==> src/rtl/mem_access_ctrl_pkg.sv <==
// Shared encodings for the sub-word load/store sequencer: access sizes,
// FSM states and the default data-memory depth.
package mem_access_pkg;

    localparam int DEPTH_WORDS_DEF = 64;

    localparam logic [1:0] SZ_BYTE = 2'd0;
    localparam logic [1:0] SZ_HALF = 2'd1;
    localparam logic [1:0] SZ_WORD = 2'd2;
    localparam logic [1:0] SZ_RSVD = 2'd3;

    typedef enum logic [1:0] {
        ST_IDLE      = 2'd0,
        ST_LOAD_WAIT = 2'd1,
        ST_RMW_READ  = 2'd2,
        ST_RMW_WRITE = 2'd3
    } state_t;

endpackage

==> src/rtl/mem_access_ctrl_if.sv <==
// Bundle of the pipeline request/response signals and the word-wide
// data-memory port handled by mem_access_ctrl.
interface mem_access_ctrl_if;

    logic        req_valid;
    logic        req_write;
    logic [1:0]  req_size;
    logic        req_signed;
    logic [31:0] req_addr;
    logic [31:0] req_wdata;

    logic [31:0] dm_address;
    logic [31:0] dm_write_data;
    logic        dm_memwrite;
    logic        dm_memread;
    logic [31:0] dm_read_data;

    logic        stall;
    logic        resp_valid;
    logic [31:0] resp_rdata;
    logic        addr_fault;

    // The controller side
    modport slave (
        input  req_valid, req_write, req_size, req_signed, req_addr, req_wdata,
        input  dm_read_data,
        output dm_address, dm_write_data, dm_memwrite, dm_memread,
        output stall, resp_valid, resp_rdata, addr_fault
    );

    // The pipeline plus data memory side
    modport master (
        output req_valid, req_write, req_size, req_signed, req_addr, req_wdata,
        output dm_read_data,
        input  dm_address, dm_write_data, dm_memwrite, dm_memread,
        input  stall, resp_valid, resp_rdata, addr_fault
    );

endinterface

==> src/rtl/mem_access_ctrl_lane_align.sv <==
// Big-endian lane logic: extract/extend a byte or half from a memory word
// for loads, and merge store data into the read word for sub-word stores.
module mem_lane_align
    import mem_access_pkg::*;
(
    input  logic [31:0] i_rdata,
    input  logic [1:0]  i_offset,
    input  logic [1:0]  i_size,
    input  logic        i_signed,
    input  logic [31:0] i_wdata,
    output logic [31:0] o_load_data,
    output logic [31:0] o_merged
);

    logic [7:0]  w_byte;
    logic [15:0] w_half;
    logic [31:0] w_wsrc;

    always_comb begin
        case (i_offset)
            2'd0:    w_byte = i_rdata[31:24];
            2'd1:    w_byte = i_rdata[23:16];
            2'd2:    w_byte = i_rdata[15:8];
            default: w_byte = i_rdata[7:0];
        endcase
        w_half = i_offset[1] ? i_rdata[15:0] : i_rdata[31:16];

        case (i_size)
            SZ_BYTE: o_load_data = {{24{i_signed & w_byte[7]}}, w_byte};
            SZ_HALF: o_load_data = {{16{i_signed & w_half[15]}}, w_half};
            default: o_load_data = i_rdata;
        endcase

        // Replicate the store data so every lane sees its own copy
        case (i_size)
            SZ_BYTE: w_wsrc = {4{i_wdata[7:0]}};
            SZ_HALF: w_wsrc = {2{i_wdata[15:0]}};
            default: w_wsrc = i_wdata;
        endcase
    end

    generate
        for (genvar gi = 0; gi < 4; gi++) begin : g_lane
            localparam logic [1:0] LANE = 2'(gi);
            logic w_en;

            assign w_en = (i_size == SZ_BYTE) ? (i_offset == LANE) :
                          (i_size == SZ_HALF) ? (i_offset[1] == LANE[1]) : 1'b1;
            assign o_merged[31-8*gi -: 8] = w_en ? w_wsrc[31-8*gi -: 8]
                                                 : i_rdata[31-8*gi -: 8];
        end
    endgenerate

endmodule

==> src/rtl/mem_access_ctrl.sv <==
// Sub-word load/store sequencer in front of a word-only data memory with a
// one-cycle registered read; loads stall once, sub-word stores use read-modify-write.
module mem_access_ctrl
    import mem_access_pkg::*;
#(
    parameter int DEPTH_WORDS = DEPTH_WORDS_DEF
) (
    input  logic               CLK,
    input  logic               RESET,
    mem_access_ctrl_if.slave   mem_bus
);

    localparam logic [32:0] ADDR_LIMIT = 33'(4 * DEPTH_WORDS);

    state_t      r_state;
    state_t      w_state_next;
    logic [29:0] r_word_addr;
    logic [1:0]  r_offset;
    logic [1:0]  r_size;
    logic        r_signed;
    logic [31:0] r_wdata;
    logic [31:0] r_resp_rdata;

    logic        w_fault;
    logic [31:0] w_load_data;
    logic [31:0] w_merged;

    assign w_fault = (mem_bus.req_size == SZ_RSVD)
                   | ((mem_bus.req_size == SZ_HALF) & mem_bus.req_addr[0])
                   | ((mem_bus.req_size == SZ_WORD) & (mem_bus.req_addr[1:0] != 2'b00))
                   | ({1'b0, mem_bus.req_addr} >= ADDR_LIMIT);

    mem_lane_align u_lane_align (
        .i_rdata     (mem_bus.dm_read_data),
        .i_offset    (r_offset),
        .i_size      (r_size),
        .i_signed    (r_signed),
        .i_wdata     (r_wdata),
        .o_load_data (w_load_data),
        .o_merged    (w_merged)
    );

    always_ff @(posedge CLK or posedge RESET) begin
        if (RESET) begin
            r_state <= ST_IDLE;
        end else begin
            r_state <= w_state_next;
        end
    end

    always_ff @(posedge CLK or posedge RESET) begin
        if (RESET) begin
            r_word_addr  <= '0;
            r_offset     <= '0;
            r_size       <= SZ_BYTE;
            r_signed     <= 1'b0;
            r_wdata      <= '0;
            r_resp_rdata <= '0;
        end else begin
            // Request inputs are only meaningful while IDLE; later states use the copy
            if (r_state == ST_IDLE && mem_bus.req_valid) begin
                r_word_addr <= mem_bus.req_addr[31:2];
                r_offset    <= mem_bus.req_addr[1:0];
                r_size      <= mem_bus.req_size;
                r_signed    <= mem_bus.req_signed;
                r_wdata     <= mem_bus.req_wdata;
            end
            if (r_state == ST_LOAD_WAIT) begin
                r_resp_rdata <= w_load_data;
            end
        end
    end

    always_comb begin
        w_state_next          = r_state;
        mem_bus.dm_address    = '0;
        mem_bus.dm_write_data = '0;
        mem_bus.dm_memwrite   = 1'b0;
        mem_bus.dm_memread    = 1'b0;
        mem_bus.stall         = 1'b0;
        mem_bus.resp_valid    = 1'b0;
        mem_bus.resp_rdata    = r_resp_rdata;
        mem_bus.addr_fault    = 1'b0;

        case (r_state)
            ST_IDLE: begin
                if (mem_bus.req_valid) begin
                    if (w_fault) begin
                        mem_bus.addr_fault = 1'b1;
                    end else if (mem_bus.req_write && mem_bus.req_size == SZ_WORD) begin
                        mem_bus.dm_address    = {mem_bus.req_addr[31:2], 2'b00};
                        mem_bus.dm_write_data = mem_bus.req_wdata;
                        mem_bus.dm_memwrite   = 1'b1;
                    end else begin
                        mem_bus.dm_address = {mem_bus.req_addr[31:2], 2'b00};
                        mem_bus.dm_memread = 1'b1;
                        mem_bus.stall      = 1'b1;
                        w_state_next       = mem_bus.req_write ? ST_RMW_READ : ST_LOAD_WAIT;
                    end
                end
            end
            ST_LOAD_WAIT: begin
                mem_bus.dm_address = {r_word_addr, 2'b00};
                mem_bus.resp_valid = 1'b1;
                mem_bus.resp_rdata = w_load_data;
                w_state_next       = ST_IDLE;
            end
            ST_RMW_READ: begin
                mem_bus.dm_address    = {r_word_addr, 2'b00};
                mem_bus.dm_write_data = w_merged;
                mem_bus.dm_memwrite   = 1'b1;
                w_state_next          = ST_RMW_WRITE;
            end
            ST_RMW_WRITE: begin
                // Bubble so EX/MEM cannot present a new op while the write settles
                mem_bus.stall = 1'b1;
                w_state_next  = ST_IDLE;
            end
            default: begin
                w_state_next = ST_IDLE;
            end
        endcase
    end

endmodule
==> src/flat_wrapper.sv <==
// flat-port wrapper written by rule: the top's interface ports become plain ports
module mem_access_ctrl_flat import mem_access_pkg::*;
#(
    parameter int DEPTH_WORDS = DEPTH_WORDS_DEF
)
  (CLK, RESET, mem_bus_req_valid, mem_bus_req_write, mem_bus_req_size, mem_bus_req_signed, mem_bus_req_addr, mem_bus_req_wdata, mem_bus_dm_read_data, mem_bus_dm_address, mem_bus_dm_write_data, mem_bus_dm_memwrite, mem_bus_dm_memread, mem_bus_stall, mem_bus_resp_valid, mem_bus_resp_rdata, mem_bus_addr_fault);
  mem_access_ctrl_if mem_bus_i ();
  input  logic CLK;
  input  logic RESET;
  input wire logic [$bits(mem_bus_i.req_valid)-1:0] mem_bus_req_valid;
  input wire logic [$bits(mem_bus_i.req_write)-1:0] mem_bus_req_write;
  input wire logic [$bits(mem_bus_i.req_size)-1:0] mem_bus_req_size;
  input wire logic [$bits(mem_bus_i.req_signed)-1:0] mem_bus_req_signed;
  input wire logic [$bits(mem_bus_i.req_addr)-1:0] mem_bus_req_addr;
  input wire logic [$bits(mem_bus_i.req_wdata)-1:0] mem_bus_req_wdata;
  input wire logic [$bits(mem_bus_i.dm_read_data)-1:0] mem_bus_dm_read_data;
  output wire logic [$bits(mem_bus_i.dm_address)-1:0] mem_bus_dm_address;
  output wire logic [$bits(mem_bus_i.dm_write_data)-1:0] mem_bus_dm_write_data;
  output wire logic [$bits(mem_bus_i.dm_memwrite)-1:0] mem_bus_dm_memwrite;
  output wire logic [$bits(mem_bus_i.dm_memread)-1:0] mem_bus_dm_memread;
  output wire logic [$bits(mem_bus_i.stall)-1:0] mem_bus_stall;
  output wire logic [$bits(mem_bus_i.resp_valid)-1:0] mem_bus_resp_valid;
  output wire logic [$bits(mem_bus_i.resp_rdata)-1:0] mem_bus_resp_rdata;
  output wire logic [$bits(mem_bus_i.addr_fault)-1:0] mem_bus_addr_fault;
  assign mem_bus_i.req_valid = mem_bus_req_valid;
  assign mem_bus_i.req_write = mem_bus_req_write;
  assign mem_bus_i.req_size = mem_bus_req_size;
  assign mem_bus_i.req_signed = mem_bus_req_signed;
  assign mem_bus_i.req_addr = mem_bus_req_addr;
  assign mem_bus_i.req_wdata = mem_bus_req_wdata;
  assign mem_bus_i.dm_read_data = mem_bus_dm_read_data;
  assign mem_bus_dm_address = mem_bus_i.dm_address;
  assign mem_bus_dm_write_data = mem_bus_i.dm_write_data;
  assign mem_bus_dm_memwrite = mem_bus_i.dm_memwrite;
  assign mem_bus_dm_memread = mem_bus_i.dm_memread;
  assign mem_bus_stall = mem_bus_i.stall;
  assign mem_bus_resp_valid = mem_bus_i.resp_valid;
  assign mem_bus_resp_rdata = mem_bus_i.resp_rdata;
  assign mem_bus_addr_fault = mem_bus_i.addr_fault;
  mem_access_ctrl #(.DEPTH_WORDS(DEPTH_WORDS)) u_core (.CLK(CLK), .RESET(RESET), .mem_bus(mem_bus_i));
endmodule
==> config.mk <==
export PLATFORM = sky130hd
export DESIGN_NAME = mem_access_ctrl_flat
export DESIGN_NICKNAME = d
export VERILOG_FILES = /design/src/rtl/mem_access_ctrl_pkg.sv /design/src/rtl/mem_access_ctrl_if.sv /design/src/rtl/mem_access_ctrl_lane_align.sv /design/src/rtl/mem_access_ctrl.sv /design/src/flat_wrapper.sv
export SDC_FILE = /design/constraint.sdc
export NUM_CORES = 1
export LEC_CHECK = 0
export CORE_MARGIN = 3
export CORE_UTILIZATION = 30
export CTS_BUF_LIST = sky130_fd_sc_hd__clkbuf_8 sky130_fd_sc_hd__clkbuf_16
export DETAILED_ROUTE_END_ITERATION = 8
export GPL_ROUTABILITY_DRIVEN = 0
export HOLD_SLACK_MARGIN = 0.08
export SLEW_MARGIN = 10
export SYNTH_ARGS = -nofsm -noshare
export SYNTH_HDL_FRONTEND = slang
export SYNTH_HIERARCHICAL = 1
export SYNTH_SLANG_ARGS = --single-unit
==> constraint.sdc <==
create_clock -name CLK -period 6.2 [get_ports CLK]
set_input_delay 0.62 -clock CLK [delete_from_list [all_inputs] [get_ports CLK]]
set_output_delay 0.62 -clock CLK [all_outputs]
set_load 0.01 [all_outputs]
==> impl_summary.txt, run 1 <==
----------------------------------------------------
[Placed design]
  Placed cells ... 1128
  Post-Place Cell Area ... 8170 um^2
  Port buffer count ... 201
  Final HPWL DP ... 15100 um

[Routing]
  Residual DRC ... 0
  Remaining antenna violation count after routing ... 0
  Average routed wire per standard cell ... ~19 um
  Routed wire length ... ~21000 um
  First-pass iteration count of the detailed router ... 5
  Via density per instance ... 4.93
  Total via count in the routed design ... about 5.6k
  Detailed router's first-iteration violation count ... 332

[Timing]
  Final hold violation count ... 0
  Final worst clock skew ... 0.00675 ns
  Total of endpoints with negative setup slack in the final report ... 0
  Max transition margin ... a little under a quarter
  Total negative slack for setup checks ... 0 ns
  Transition time at the pin with the least slew margin ... between 1 and 1.5 ns
  RSZ-0062 raised after global routing ... no
  Share of the clock period used by the worst path ... 74.6%
  Final number of max-transition violations ... 0
  Final period demand of the worst path ... 4.63 ns
  Max Freq ... ~220 MHz

[Hold path]
  Worst Hold Path EP ... u_core/r_word_addr[13]
  Worst Hold Depth ... 2
  Worst min-delay path category ... register to register
  Start point of the worst min-delay path ... u_core/r_word_addr[13]

[Worst setup path]
  Number of cell instances on the worst register-to-register path ... 5
  Kind of critical path ... input pin to output pin
  Launching point of the worst reg2reg path ... u_core/r_size[0]
  Reg2reg setup slack ... between 3 and 4 ns
  Category of the worst setup path launch point ... input pin
  End of the worst register-to-register path ... u_core/r_resp_rdata[20]
  Start point of the critical path ... mem_bus_req_addr[18]
  Data required time at the worst endpoint ... between 5 and 6 ns
  Arrival time of the worst setup path ... 4.01 ns
  Maximum fanout count along the critical path ... 22
  Endpoint kind of the worst setup timing path ... output pin

[Clock tree]
  Clock tree from TritonCTS ... done
  Clk root buf ... sky130_fd_sc_hd__clkbuf_16
  TritonCTS buffer count ... 9
  Post-CTS clock slew at the launch and capture registers of the worst setup and hold paths ... 0.07 ns
  Total number of H-tree levels ... 3
  Worst skew pair latency ... 0.35 ns
  Max Root-Sink Buffers ... 2
  Post-CTS Setup Inserts ... 0
  Number of sinks on the clock net ... 101
  Cts hold-fix bufs ... 0
  Resized Gates After CTS ... 0

[Global route]
  Vias in the first global route ... approximately 5.6k
  Global Route Usage Sum ... 19.4%
  Initial antenna violation count ... 1
  Pin count of the biggest net entering global routing ... 102
  Residual overflow from global routing ... 0
  Global-route wire length before repair ... around 33000 um

[Yosys]
  Mean area per synthesized cell ... 8.52 um^2
  Number of register bits inferred by synthesis ... 101
  Proportion of synthesized area in mux cells ... between 10% and 20%
  Warning count from the yosys run ... 6
  Compound-gate portion of the synthesized area ... 14.9%
  Dominant combinational cell family by area after synthesis ... simple AND/OR/NAND/NOR gates
  Sequential fraction of the synthesis area ... 42.1%
  Synthesized instance count ... 704
  Adder and majority gate portion of the synthesized area ... 1.04%
  Distinct cell type count of the synthesized netlist ... 49
  Fraction of the mapped netlist area in simple logic gates ... 25.5%
  Top FF cell, synth ... sky130_fd_sc_hd__dfrtp_1
  Post-Syn Area ... ~6000 um^2
  Async SR Flop Fraction ... 100%
  Post-synth EDFFs ... 0
  XOR/XNOR share of the synthesized area ... 0%

[Cells and area]
  Relative area change from synthesis to final layout ... 42.2%
  Number of nets at the end of the flow ... 982
  Proportion of layout cells with a drive suffix above 1 ... 8.87%
  Final design instance area without fill ... 8530 um^2
  Layout Cells excl Fill ... 1144
  Antenna diode instance count ... 0
  # fillers ... 1986

[Power]
  Power per unit of standard cell area ... between 200 and 250 nW/um^2
  Leak pwr ... 3.94 nW
  Largest voltage drop on the vdd net ... 0.000108 V

[Floorplanning]
  DIE AREA ... between 20000 and 25000 um^2
  IO Pins ... 204
  Starting density of the core ... 30.7%
  Number of placement rows ... 51
  CORE AREA ... 19500 um^2
  Die X ... 147 um
  Vertical extent of the die ... 147 um

[Run]
  Max_cap viols ... 0

[Outcome]
  Result of the run ... completed

----------------------------------------------------
-- flip-flops by register name, indices dropped and copies added (netlist names) --
signal / flops
u_core/r_offset: 2
u_core/r_size: 2
u_core/r_state: 2
u_core/r_word_addr: 30
u_core/r_resp_rdata: 32
u_core/r_wdata: 32
u_core/r_signed: 1
-- layout by cell type, fill, tap and decap left out, types with 2 or more instances in the layout --
cell type,n
sky130_fd_sc_hd__a221o_1,15
sky130_fd_sc_hd__conb_1,2
sky130_fd_sc_hd__nor3_1,3
sky130_fd_sc_hd__o21ai_0,27
sky130_fd_sc_hd__buf_4,9
sky130_fd_sc_hd__inv_1,5
sky130_fd_sc_hd__o311ai_1,2
sky130_fd_sc_hd__nand2_1,290
sky130_fd_sc_hd__bufinv_16,4
sky130_fd_sc_hd__o311ai_0,2
sky130_fd_sc_hd__a32o_2,7
sky130_fd_sc_hd__nand2_2,2
sky130_fd_sc_hd__a32o_1,25
sky130_fd_sc_hd__clkbuf_16,9
sky130_fd_sc_hd__or3_1,6
sky130_fd_sc_hd__and2_1,25
sky130_fd_sc_hd__a22o_1,8
sky130_fd_sc_hd__nor4_2,2
sky130_fd_sc_hd__clkinvlp_4,2
sky130_fd_sc_hd__mux2_2,32
sky130_fd_sc_hd__ha_1,5
sky130_fd_sc_hd__clkdlybuf4s50_1,201
sky130_fd_sc_hd__nand2b_1,2
sky130_fd_sc_hd__nor4_1,4
sky130_fd_sc_hd__mux2i_1,32
sky130_fd_sc_hd__dfrtp_1,100
sky130_fd_sc_hd__nor2b_1,2
sky130_fd_sc_hd__a21oi_1,18
sky130_fd_sc_hd__nor2_1,16
-- synthesized netlist by cell type (2+ instances only) --
| cell | instances | area (um^2) |
|---|---|---|
| sky130_fd_sc_hd__inv_1 | 5 | 18.8 |
| sky130_fd_sc_hd__nor4_2 | 2 | 25.0 |
| sky130_fd_sc_hd__a221o_1 | 15 | 150 |
| sky130_fd_sc_hd__o311ai_1 | 2 | 17.5 |
| sky130_fd_sc_hd__buf_2 | 9 | 45.0 |
| sky130_fd_sc_hd__buf_4 | 3 | 22.5 |
| sky130_fd_sc_hd__and2_1 | 26 | 163 |
| sky130_fd_sc_hd__nand2b_1 | 2 | 12.5 |
| sky130_fd_sc_hd__nor2_1 | 16 | 60.1 |
| sky130_fd_sc_hd__a32o_2 | 7 | 78.8 |
| sky130_fd_sc_hd__o311ai_0 | 2 | 17.5 |
| sky130_fd_sc_hd__a32o_1 | 25 | 250 |
| sky130_fd_sc_hd__clkbuf_1 | 23 | 86.3 |
| sky130_fd_sc_hd__o21ai_0 | 27 | 135 |
| sky130_fd_sc_hd__buf_1 | 10 | 37.5 |
| sky130_fd_sc_hd__ha_1 | 5 | 62.6 |
| sky130_fd_sc_hd__nor4_1 | 4 | 25.0 |
| sky130_fd_sc_hd__or3_1 | 6 | 37.5 |
| sky130_fd_sc_hd__mux2i_1 | 32 | 320 |
| sky130_fd_sc_hd__dfrtp_1 | 101 | 2530 |
| sky130_fd_sc_hd__nor3_1 | 3 | 15.0 |
| sky130_fd_sc_hd__nand2_1 | 291 | 1090 |
| sky130_fd_sc_hd__mux2_2 | 32 | 360 |
| sky130_fd_sc_hd__a21oi_1 | 18 | 90.1 |
| sky130_fd_sc_hd__buf_6 | 6 | 67.6 |
| sky130_fd_sc_hd__nor2b_1 | 2 | 12.5 |
| sky130_fd_sc_hd__a22o_1 | 8 | 70.1 |
-- how the worst max path moves through the flow --
stage,endpoint,slack [ns],cells after the start
floorplan,u_core/r_offset[0],2.93,1
global placement,mem_bus_dm_write_data[0],1.60,7
detailed placement,mem_bus_dm_write_data[1],1.56,7
CTS,mem_bus_dm_write_data[1],1.56,7
global route,mem_bus_dm_write_data[12],1.43,7
finish,mem_bus_dm_write_data[12],1.57,7
-- worst max-delay path, cell delays in order --
cell	delay [ns]
sky130_fd_sc_hd__clkdlybuf4s50_1	0.42
sky130_fd_sc_hd__nor4_1	0.36
sky130_fd_sc_hd__nand4_1	0.51
sky130_fd_sc_hd__nor3_4	1.03
sky130_fd_sc_hd__buf_4	0.33
sky130_fd_sc_hd__a32o_1	0.19
sky130_fd_sc_hd__clkdlybuf4s50_1	0.54
-- stage by stage --
step	util (%)	power, mW	setup WS (ns)	hold WS (ns)
final	43.7	1.75	1.57	0.469
after global routing	43.7	1.84	1.43	0.496
after CTS	43.7	1.77	1.56	0.473
after detailed placement	41.8	1.07	1.56	0.454
after global placement	41.8	1.07	1.60	0.449
after floorplan	-	0.919	2.93	0.437
-- power by group --
group / switching, mW / internal (mW)
Clock: 0.260 / 0.434
Sequential: 0.0319 / 0.697
Combinational: 0.187 / 0.140
-- routing by layer --
metal	wire [um]	track usage, %
met1	9630	26.2
met2	9590	30.4
met3	1680	6.47
met4	367	4.66
met5	13	0
-- kinds of logic (layout without fill, tap and decap cells) --
kind of cell	Yosys count	count (layout)
AND/OR/NAND/NOR	362	362
AO/OA/AOI/OAI	112	112
flip-flops	101	101
multiplexers	65	65
buffers and inverters	58	232
adder cells (fa/ha/maj)	5	5
other	1	2
-- final cells by class --
class / instances / area [um^2] / area share, %
inverters: 6 / 25.0 / 0.293
well taps: 265 / 332 / 3.89
repair buffers: 210 / 2080 / 24.4
flip-flops and latches: 101 / 2530 / 29.6
clock inverters: 7 / 139 / 1.63
multi-input cells: 546 / 3200 / 37.5
clock buffers: 9 / 225 / 2.64
(Power assumes the default switching activity.)
==> run 2, diff against run 1 <==
clock period = 4.1 ns   (was 6.2 ns; I/O delays follow)
==> impl_summary.txt, run 2 (same netlist as run 1, synthesis figures left out) <==
----------------------------------------------------
[Outcome]
  Result of the run ... completed

[Global route]
  Global-route wire length before repair ... roughly 33000 um
  Residual overflow from global routing ... 0
  Initial antenna violation count ... 0
  Pin count of the biggest net entering global routing ... just over 80
  Vias in the first global route ... 5649
  Global Route Usage Sum ... between 10% and 20%

[Worst setup path]
  Cell chain of the critical path ... nand2b_1 -> a21oi_1 -> o21ai_0 -> a32o_1 -> clkdlybuf4s50_1
  Category of the worst setup path launch point ... register
  Launching point of the worst reg2reg path ... u_core/r_size[0]
  Critical-path top delay cell ... sky130_fd_sc_hd__a21oi_1
  Kind of critical path ... register to output pin
  Data required time at the worst endpoint ... 3.69 ns
  Endpoint kind of the worst setup timing path ... output pin
  Reg2reg setup slack ... 1.82 ns
  Kind of cell adding the most delay to the critical path ... compound AO/OA/AOI/OAI gates
  Start point of the critical path ... u_core/r_size[0]
  Number of buffers and inverters on the critical path ... 1
  Maximum fanout count along the critical path ... 16
  Worst setup endpoint ... mem_bus_dm_write_data[30]
  End of the worst register-to-register path ... u_core/r_resp_rdata[30]
  Total stage count of the critical path ... 5
  Arrival time of the worst setup path ... between 3 and 4 ns
  Number of cell instances on the worst register-to-register path ... 5
  Maximum cell stage delay along the critical path ... 0.84 ns

[Floorplanning]
  Vertical extent of the die ... between 100 and 150 um
  Number of placement rows ... between 50 and 60
  Starting density of the core ... 30.7%
  IO Pins ... 204
  Die X ... roughly 150 um
  CORE AREA ... 19500 um^2
  DIE AREA ... 21700 um^2

[Cells and area]
  Layout Cells excl Fill ... 1148
  Antenna diode instance count ... 0
  Largest registers ranked by flip-flop count ... u_core/r_resp_rdata x32, u_core/r_wdata x32, u_core/r_word_addr x30
  Relative area change from synthesis to final layout ... 41.5%
  Number of nets at the end of the flow ... 986
  Commonest non-fill, non-tap cells in the layout ... 290 x sky130_fd_sc_hd__nand2_1, 201 x sky130_fd_sc_hd__clkdlybuf4s50_1, 100 x sky130_fd_sc_hd__dfrtp_1, 32 x sky130_fd_sc_hd__mux2_2, 32 x sky130_fd_sc_hd__mux2i_1
  Commonest non-fill, non-tap cell in the layout ... sky130_fd_sc_hd__nand2_1
  Proportion of layout cells with a drive suffix above 1 ... 9.29%

[Timing]
  Max Freq ... between 200 and 300 MHz
  Final worst clock skew ... between 0.003 and 0.004 ns
  Total negative slack for setup checks ... 0 ns
  RSZ-0062 raised after global routing ... no
  Total of endpoints with negative setup slack in the final report ... 0
  Transition time at the pin with the least slew margin ... between 1 and 1.5 ns
  Max transition margin ... 28.4%
  Final setup margin ... 0.469 ns
  Share of the clock period used by the worst path ... between 80% and 90%
  Final number of max-transition violations ... 0
  Final period demand of the worst path ... 3.63 ns
  Final hold violation count ... 0

[Routing]
  Residual DRC ... 0
  Remaining antenna violation count after routing ... 0
  First-pass iteration count of the detailed router ... 5
  Routed wire length ... 21700 um
  Total via count in the routed design ... 5679
  Detailed router's first-iteration violation count ... ~350
  Average routed wire per standard cell ... 18.9 um
  Via density per instance ... 4.95

[Hold path]
  Worst min-delay path category ... register to register

[Run]
  Max_cap viols ... 0

[Clock tree]
  Post-CTS clock slew at the launch and capture registers of the worst setup and hold paths ... 0.07 ns
  Cts hold-fix bufs ... 0
  Clk root buf ... sky130_fd_sc_hd__clkbuf_16
  Number of sinks on the clock net ... roughly 100
  Worst skew pair latency ... ~0.35 ns
  Post-CTS Setup Inserts ... 0
  Total number of H-tree levels ... 3
  Max Root-Sink Buffers ... 2
  Clock tree from TritonCTS ... done
  TritonCTS buffer count ... 9
  Resized Gates After CTS ... 0

[Power]
  Power per unit of standard cell area ... roughly 290 nW/um^2
  Largest voltage drop on the vdd net ... 0.000182 V
  Leak pwr ... 3.92 nW

[Placed design]
  Placed cells ... 1132
  Worst Setup Slack post-DPL ... between 0.7 and 0.8 ns
  Final HPWL DP ... 15600 um
  Port buffer count ... ~200

----------------------------------------------------
[run 2: changes by cell type in the layout (fill, tap and decap cells not counted), sizes merged]
cell / change
bufinv: -4
buf: +4
inv: +1
clkbuf: +2
clkinv: +1
[run 2: power breakdown]
part / total, mW / switching [mW] / internal (mW)
registers: 1.10 / 0.0501 / 1.05
logic: 0.502 / 0.287 / 0.215
clock network: 0.828 / 0.388 / 0.440
[run 2: worst register-to-register path, delay by kind of cell, from the launching register on]
kind	cells	cell delay, ns
AO/OA/AOI/OAI	2	0.76
flip-flops	1	0.78
multiplexers	1	0.31
AND/OR/NAND/NOR	2	0.31
[run 2: worst min-delay path by stage]
stage,slack [ns],startpoint,to,cells after the start
2_1_floorplan,0.44,u_core/r_word_addr[10],u_core/r_word_addr[10],2
3_3_place_gp,0.45,u_core/r_word_addr[15],u_core/r_word_addr[15],2
3_5_place_dp,0.45,u_core/r_word_addr[17],u_core/r_word_addr[17],2
4_1_cts,0.47,u_core/r_word_addr[17],u_core/r_word_addr[17],2
5_1_grt,0.50,u_core/r_word_addr[17],u_core/r_word_addr[17],2
6_report,0.47,u_core/r_word_addr[24],u_core/r_word_addr[24],2
[run 2: cell type report]
type	instances	area [um^2]
well taps	265	332
multi-input cells	546	3200
inverters	6	25.0
clock inverters	5	27.5
clock buffers	11	253
fillers	1990	11000
repair buffers	214	2120
flip-flops and latches	101	2530
[run 2: metrics by stage]
step / util, % / power (mW) / hold slack [ns] / instance area (um^2)
6_report: 43.5 / 2.43 / 0.466 / 8490
5_1_grt: 43.5 / 2.56 / 0.495 / 8490
4_1_cts: 43.5 / 2.47 / 0.472 / 8490
3_5_place_dp: 42.0 / 1.62 / 0.454 / 8210
3_3_place_gp: 42.0 / 1.62 / 0.449 / 8210
2_1_floorplan: - / 1.39 / 0.437 / 6000
[run 2: metal layers]
metal | global-route usage [%] | share of wire (%) | wire length [um]
met1 | 26.4 | 45 | 9760
met2 | 30.3 | 44 | 9550
met3 | 6.07 | 8.7 | 1880
met4 | 5.64 | 2.2 | 468
met5 | 0 | 0 | 0
